<file path="config.mk">
export PLATFORM = sky130hd
export DESIGN_NAME = hazard_freeze_unit
export DESIGN_NICKNAME = d
export VERILOG_FILES = /design/src/rtl/hazard_freeze_unit_pkg.sv /design/src/rtl/hazard_detect.sv /design/src/rtl/hazard_freeze_unit.sv
export SDC_FILE = /design/constraint.sdc
export NUM_CORES = 1
export LEC_CHECK = 0
export BUFFER_PORTS_ARGS = -buffer_cell sky130_fd_sc_hd__buf_2
export CORE_MARGIN = 1.5
export CORE_UTILIZATION = 45
export CTS_BUF_LIST = sky130_fd_sc_hd__clkbuf_16
export DETAILED_ROUTE_END_ITERATION = 6
export PLACE_DENSITY = 0.72
export SYNTH_ARGS = -nofsm -noshare
export SYNTH_HDL_FRONTEND = slang
export SYNTH_HIERARCHICAL = 1
export SYNTH_SLANG_ARGS = --single-unit
</file>
<file path="constraint.sdc">
create_clock -name clk -period 2.95 [get_ports clk]
set_clock_uncertainty 0.05 [all_clocks]
set_input_delay 0.885 -clock clk [delete_from_list [all_inputs] [get_ports clk]]
set_output_delay 0.885 -clock clk [all_outputs]
set_load 0.005 [all_outputs]
</file>
<file path="src/rtl/hazard_freeze_unit_pkg.sv">
// Shared types and defaults for the hazard/freeze control slice.
// The memory-wait FSM states, the event counter width default and a register-match helper.
package hazard_freeze_unit_pkg;

  typedef enum logic {
    MEM_IDLE = 1'b0,
    MEM_WAIT = 1'b1
  } mem_state_t;

  localparam int CNT_W_DEFAULT = 16;

  function automatic logic reg_hit(input logic [3:0] src, input logic [3:0] dest,
                                   input logic wb_en);
    return wb_en && (src == dest);
  endfunction

endpackage

</file>
<file path="src/rtl/hazard_detect.sv">
// Combinational data-hazard detector comparing decode sources against in-flight destinations.
// Define FORWARDING_EN to flag only load-use hazards (forwarding resolves the rest).
module hazard_detect
  import hazard_freeze_unit_pkg::*;
(
  input  logic [3:0] ID_src1,
  input  logic [3:0] ID_src2,
  input  logic       ID_two_src,
  input  logic       ID_uses_src1,
  input  logic [3:0] EX_Dest,
  input  logic       EX_WB_EN,
  input  logic       EX_MEM_R_EN,
  input  logic [3:0] MEM_Dest,
  input  logic       MEM_WB_EN,
  output logic       hz
);

`ifdef FORWARDING_EN
  // Only a load in EX cannot be forwarded in time; everything else is bypassed.
  logic unused_fwd_inputs;
  assign unused_fwd_inputs = ^{MEM_Dest, MEM_WB_EN, EX_WB_EN};

  always_comb begin
    hz = EX_MEM_R_EN &&
         ((ID_uses_src1 && (ID_src1 == EX_Dest)) ||
          (ID_two_src   && (ID_src2 == EX_Dest)));
  end
`else
  always_comb begin
    hz = (ID_uses_src1 && (reg_hit(ID_src1, EX_Dest, EX_WB_EN) ||
                           reg_hit(ID_src1, MEM_Dest, MEM_WB_EN))) ||
         (ID_two_src   && (reg_hit(ID_src2, EX_Dest, EX_WB_EN) ||
                           reg_hit(ID_src2, MEM_Dest, MEM_WB_EN)));
  end
`endif

endmodule

</file>
<file path="src/rtl/hazard_freeze_unit.sv">
// Pipeline freeze/flush control: memory-wait FSM, priority mux (mem_stall > br > hz),
// saturating debug counters. Build option: FORWARDING_EN (see hazard_detect).
module hazard_freeze_unit
  import hazard_freeze_unit_pkg::*;
#(
  parameter int MEM_TIMEOUT = 255,
  parameter int CNT_W       = CNT_W_DEFAULT
) (
  input  logic             clk,
  input  logic             rst,
  input  logic [3:0]       ID_src1,
  input  logic [3:0]       ID_src2,
  input  logic             ID_two_src,
  input  logic             ID_uses_src1,
  input  logic [3:0]       EX_Dest,
  input  logic             EX_WB_EN,
  input  logic             EX_MEM_R_EN,
  input  logic             EX_B_taken,
  input  logic [3:0]       MEM_Dest,
  input  logic             MEM_WB_EN,
  input  logic             mem_req,
  input  logic             mem_ready,
  output logic             PC_Freeze,
  output logic             IF_Reg_Freeze,
  output logic             IF_Reg_Flush,
  output logic             ID_Reg_Freeze,
  output logic             ID_Reg_Flush,
  output logic             Pipe_Freeze,
  output logic [CNT_W-1:0] stall_cnt,
  output logic [CNT_W-1:0] flush_cnt,
  output logic [CNT_W-1:0] mem_wait_cnt,
  output logic             mem_timeout_err
);

  localparam int WAIT_W = $clog2(MEM_TIMEOUT + 1);
  localparam logic [WAIT_W-1:0] WAIT_LAST = WAIT_W'(MEM_TIMEOUT - 1);
  localparam logic [WAIT_W-1:0] WAIT_MAX  = WAIT_W'(MEM_TIMEOUT);

  mem_state_t        state, state_next;
  logic              hz, mem_stall, sel_br, sel_hz;
  logic [WAIT_W-1:0] wait_cnt;

  hazard_detect u_hazard_detect (
    .ID_src1      (ID_src1),
    .ID_src2      (ID_src2),
    .ID_two_src   (ID_two_src),
    .ID_uses_src1 (ID_uses_src1),
    .EX_Dest      (EX_Dest),
    .EX_WB_EN     (EX_WB_EN),
    .EX_MEM_R_EN  (EX_MEM_R_EN),
    .MEM_Dest     (MEM_Dest),
    .MEM_WB_EN    (MEM_WB_EN),
    .hz           (hz)
  );

  always_ff @(posedge clk or posedge rst) begin
    if (rst) state <= MEM_IDLE;
    else     state <= state_next;
  end

  always_comb begin
    state_next    = state;
    mem_stall     = 1'b0;
    sel_br        = 1'b0;
    sel_hz        = 1'b0;
    PC_Freeze     = 1'b0;
    IF_Reg_Freeze = 1'b0;
    IF_Reg_Flush  = 1'b0;
    ID_Reg_Freeze = 1'b0;
    ID_Reg_Flush  = 1'b0;
    Pipe_Freeze   = 1'b0;

    case (state)
      MEM_IDLE: begin
        mem_stall = mem_req & ~mem_ready;
        if (mem_req && !mem_ready) state_next = MEM_WAIT;
      end
      MEM_WAIT: begin
        mem_stall = ~mem_ready;
        if (mem_ready) state_next = MEM_IDLE;
      end
      default: state_next = MEM_IDLE;
    endcase

    sel_br = ~mem_stall & EX_B_taken;
    sel_hz = ~mem_stall & ~EX_B_taken & hz;

    // Flush takes precedence inside the stage register, so a freeze row never flushes.
    if (mem_stall) begin
      PC_Freeze     = 1'b1;
      IF_Reg_Freeze = 1'b1;
      ID_Reg_Freeze = 1'b1;
      Pipe_Freeze   = 1'b1;
    end else if (sel_br) begin
      IF_Reg_Flush  = 1'b1;
      ID_Reg_Flush  = 1'b1;
    end else if (sel_hz) begin
      PC_Freeze     = 1'b1;
      IF_Reg_Freeze = 1'b1;
      ID_Reg_Flush  = 1'b1;
    end
  end

  // Length of the current stall run; the error is sticky and the access is never aborted.
  always_ff @(posedge clk or posedge rst) begin
    if (rst) begin
      wait_cnt        <= '0;
      mem_timeout_err <= 1'b0;
    end else if (mem_stall) begin
      if (wait_cnt != WAIT_MAX) wait_cnt <= wait_cnt + 1'b1;
      if (wait_cnt >= WAIT_LAST) mem_timeout_err <= 1'b1;
    end else begin
      wait_cnt <= '0;
    end
  end

  always_ff @(posedge clk or posedge rst) begin
    if (rst) begin
      stall_cnt    <= '0;
      flush_cnt    <= '0;
      mem_wait_cnt <= '0;
    end else begin
      if (sel_hz && (stall_cnt != '1))       stall_cnt    <= stall_cnt + 1'b1;
      if (sel_br && (flush_cnt != '1))       flush_cnt    <= flush_cnt + 1'b1;
      if (mem_stall && (mem_wait_cnt != '1)) mem_wait_cnt <= mem_wait_cnt + 1'b1;
    end
  end

endmodule

</file>
==> run summary <==
Outcome: finished with violations
Failing checks: setup timing
Hold path depth: 1
Cells after DPL: 456
Hold_sp: mem_timeout_err$_DFFE_PP0P_
Iter 0 DRT Violations: 100
Tightest Pin Transition: 0.715 ns
Clk slew on worst S/H paths: 0.05 ns
Slew Limit Headroom: 52.0%
Final hold vios: 0
Core area: 6720 sq um
GR Util All Layers: 19.0%
R2r setup slk: 0.69 ns
PortBufs: 79
Sequential element share of the synthesized area: 46.7%
Residual DRC: 0
Pins Over Slew Limit: 0
Postcts setup bufs: 0
Post-synthesis cell count: 296
RSZ-0062 raised after global routing: yes
Final Util: 59.4%
Critical Path Start Type: primary input
Number of max-cap violations: 0
Routed wire length: 6730 um
Remaining antenna violation count: 0
ANT cells: 0
Root Buffer: clkbuf_16
Setup slack at placement: -0.309 ns
WS Path Type: in2out
Worst R2R Start: stall_cnt[0]$_DFFE_PP0P_
Yosys reg bits: 58
Cell Count, Final, Fillers Out: 472
Syn-to-layout area delta: 28.5%
VDD IR max: 0.471 mV
CTS tree: done
Most used cell, CP: nand4_1
RD Place Congestion: 0.819
Worst-skew pair later-pin latency: 0.32 ns
Crit-path cells: buf_2 -> xor2_1 -> nor3_2 -> nand4_1 -> nand4_1 -> inv_1 -> or3_4 -> nand2_2 -> buf_6
Hold WC Path Type: reg2reg
Initial Util: 46.2%
Fin crit share: 105%
Final setup fails: 3
CP arrival: 2.15 ns
Synth Warn #: 6
Most used DFF post-synth: dfrtp_1
Slowest CP cell: or3_4
Vias: 2,568
RR Endpoint: stall_cnt[5]$_DFFE_PP0P_
Vias per inst: 5.44
Pin count of the biggest net entering global routing: 59
Rows: 30
Num CTS Buffers: 9
Critical Path Source: MEM_Dest[3]
Largest stage delay, worst path: 0.33 ns
PnR worst setup slack: -0.135 ns
Post-Syn Area: 3110 sq um
Ports: 81
FMAX: 324 MHz
Syn Area/Cell: 10.5 sq um
CP endpoint kind: output port
Crit path required time: 2.02 ns
Reg2reg path depth: 6
Pre-Repair DR Iteration Count: 4
Hpwl dp: 4760 um
Wire length per cell: 14.3 um
Proportion of layout cells with a drive suffix above 1: 32.4%
Max Buffers Root-to-Sink: 2
Final nets: 418
P per Cell Area: 637 nW/um^2
Syn nets: 327
Period minus WS final: 3.09 ns
Clk sinks: 58
Die height: 86.1 um
Total die area: 7410 sq um
H-tree depth: 3
Initial antenna violation count: 0
Die X: 86.1 um
Min-Delay Endpoint: mem_timeout_err$_DFFE_PP0P_
EDFF count, synth: 0
Power, Total: 2.54 mW
Grt ovf: 0
Crit path max fanout: 2
P_leak: 2.01 nW
Ys async rst share: 100%
Synth cell types: 44
CP Buf/Inv Count: 3
CP top delay family: simple AND/OR/NAND/NOR gates
Vias in the first global route: 2,386
First-pass GRT wire length: 11,000 um
-- cell families after synthesis --
family / share of synthesized area (%)
mux: 2.17
flops: 46.7
buf+inv: 2.94
fa+ha+maj: 2.01
xor+xnor: 16.4
simple gates: 24.5
compound gates: 5.28
-- power by group --
| group | switching, mW | total, mW | internal, mW |
|---|---|---|---|
| combinational | 0.192 | 0.409 | 0.217 |
| clock | 0.339 | 1.07 | 0.728 |
| sequential | 0.157 | 1.07 | 0.908 |
| total | 0.688 | 2.54 | 1.85 |
-- layer usage --
metal / track usage, % / vias up / wire [um]
met5: 0 / - / 0
met4: 8.80 / 0 / 95
met3: 3.37 / 7 / 250
met2: 30.9 / 70 / 3260
met1: 24.8 / 1239 / 3120
li1: - / 1252 / -
-- synth_stat cells, drive strengths merged, types with 2 or more instances --
library cell,number,area share (%)
inv,8,0.97
ha,5,2.0
nor2,18,2.3
mux2,6,2.2
nor4b,3,1.0
nor4,9,2.6
nand4,19,3.8
or2,2,0.40
a31oi,3,0.60
dfrtp,58,47
nor3b,3,0.72
or3,2,0.56
buf,8,1.9
nand2,22,2.7
nand3,14,2.3
and4,9,2.5
o2111ai,3,0.85
nor3,19,3.2
xor2,43,12
a21oi,2,0.32
o21ai,5,0.81
xnor2,15,4.2
and3,7,1.4
o21bai,2,0.85
a211oi,2,0.48
-- flip-flops by register name (all words and copies together) (netlist names) --
signal / flops
state: 1
mem_timeout_err: 1
flush_cnt: 16
wait_cnt: 8
mem_wait_cnt: 16
stall_cnt: 16
-- worst reg2reg max path: stages, from the launching register on --
cell and delay (ns):
dfrtp_1 0.44, ha_1 0.23, nand4_1 0.21, nor4_2 0.72, buf_4 0.28, nor3_1 0.07, xor2_1 0.14
-- layout make-up --
type                            instances  area (sq um)
Sequential cell                        58          1450
Fill cell                             580          2730
Clock buffer                            9           225
Timing Repair Buffer                   89           510
Multi-Input combinational cell        221          1590
Inverter                                8          30.0
Clock inverter                          7          85.1
Tap cell                               80           100
-- worst max-delay path by stage --
stage,to,slack [ns],depth (start not counted)
floorplan,ID_Reg_Flush,0.008,8
global placement,ID_Reg_Flush,-0.20,9
detailed placement,ID_Reg_Flush,-0.31,9
CTS,ID_Reg_Flush,-0.15,9
global route,ID_Reg_Flush,-0.19,9
finish,ID_Reg_Flush,-0.14,9
-- cells in the final DEF (no fill, tap or decap), drive strengths merged, types with 3 or more instances in the layout --
master / instances
nor3b: 3
and4: 9
nor2: 18
nand2: 22
xor2: 43
dfrtp: 58
xnor2: 15
o21ai: 5
ha: 5
nand4: 19
nor4: 9
and3: 7
inv: 9
buf: 89
clkbuf: 9
clkinv: 3
nand3: 14
nor3: 19
mux2: 6
a31oi: 3
o2111ai: 3
nor4b: 3
-- stage by stage --
stage / hold slack (ns) / area [sq um] / setup TNS, ns
6_report: 0.431 / 3990 / -0.152
5_1_grt: 0.456 / 3990 / -0.428
3_5_place_dp: 0.431 / 3630 / -0.805
2_1_floorplan: 0.406 / 3110 / 0
3_3_place_gp: 0.414 / 3630 / -0.255
4_1_cts: 0.442 / 3980 / -0.190
-- what timing repair did --
action                                  CTS  global route
gates resized for setup                   8             2
hold buffers                              0             0
hold endpoints to repair                  0             0
endpoints found under the setup margin    3             3
pin swaps                                10             2
(Power assumes the default switching activity.)
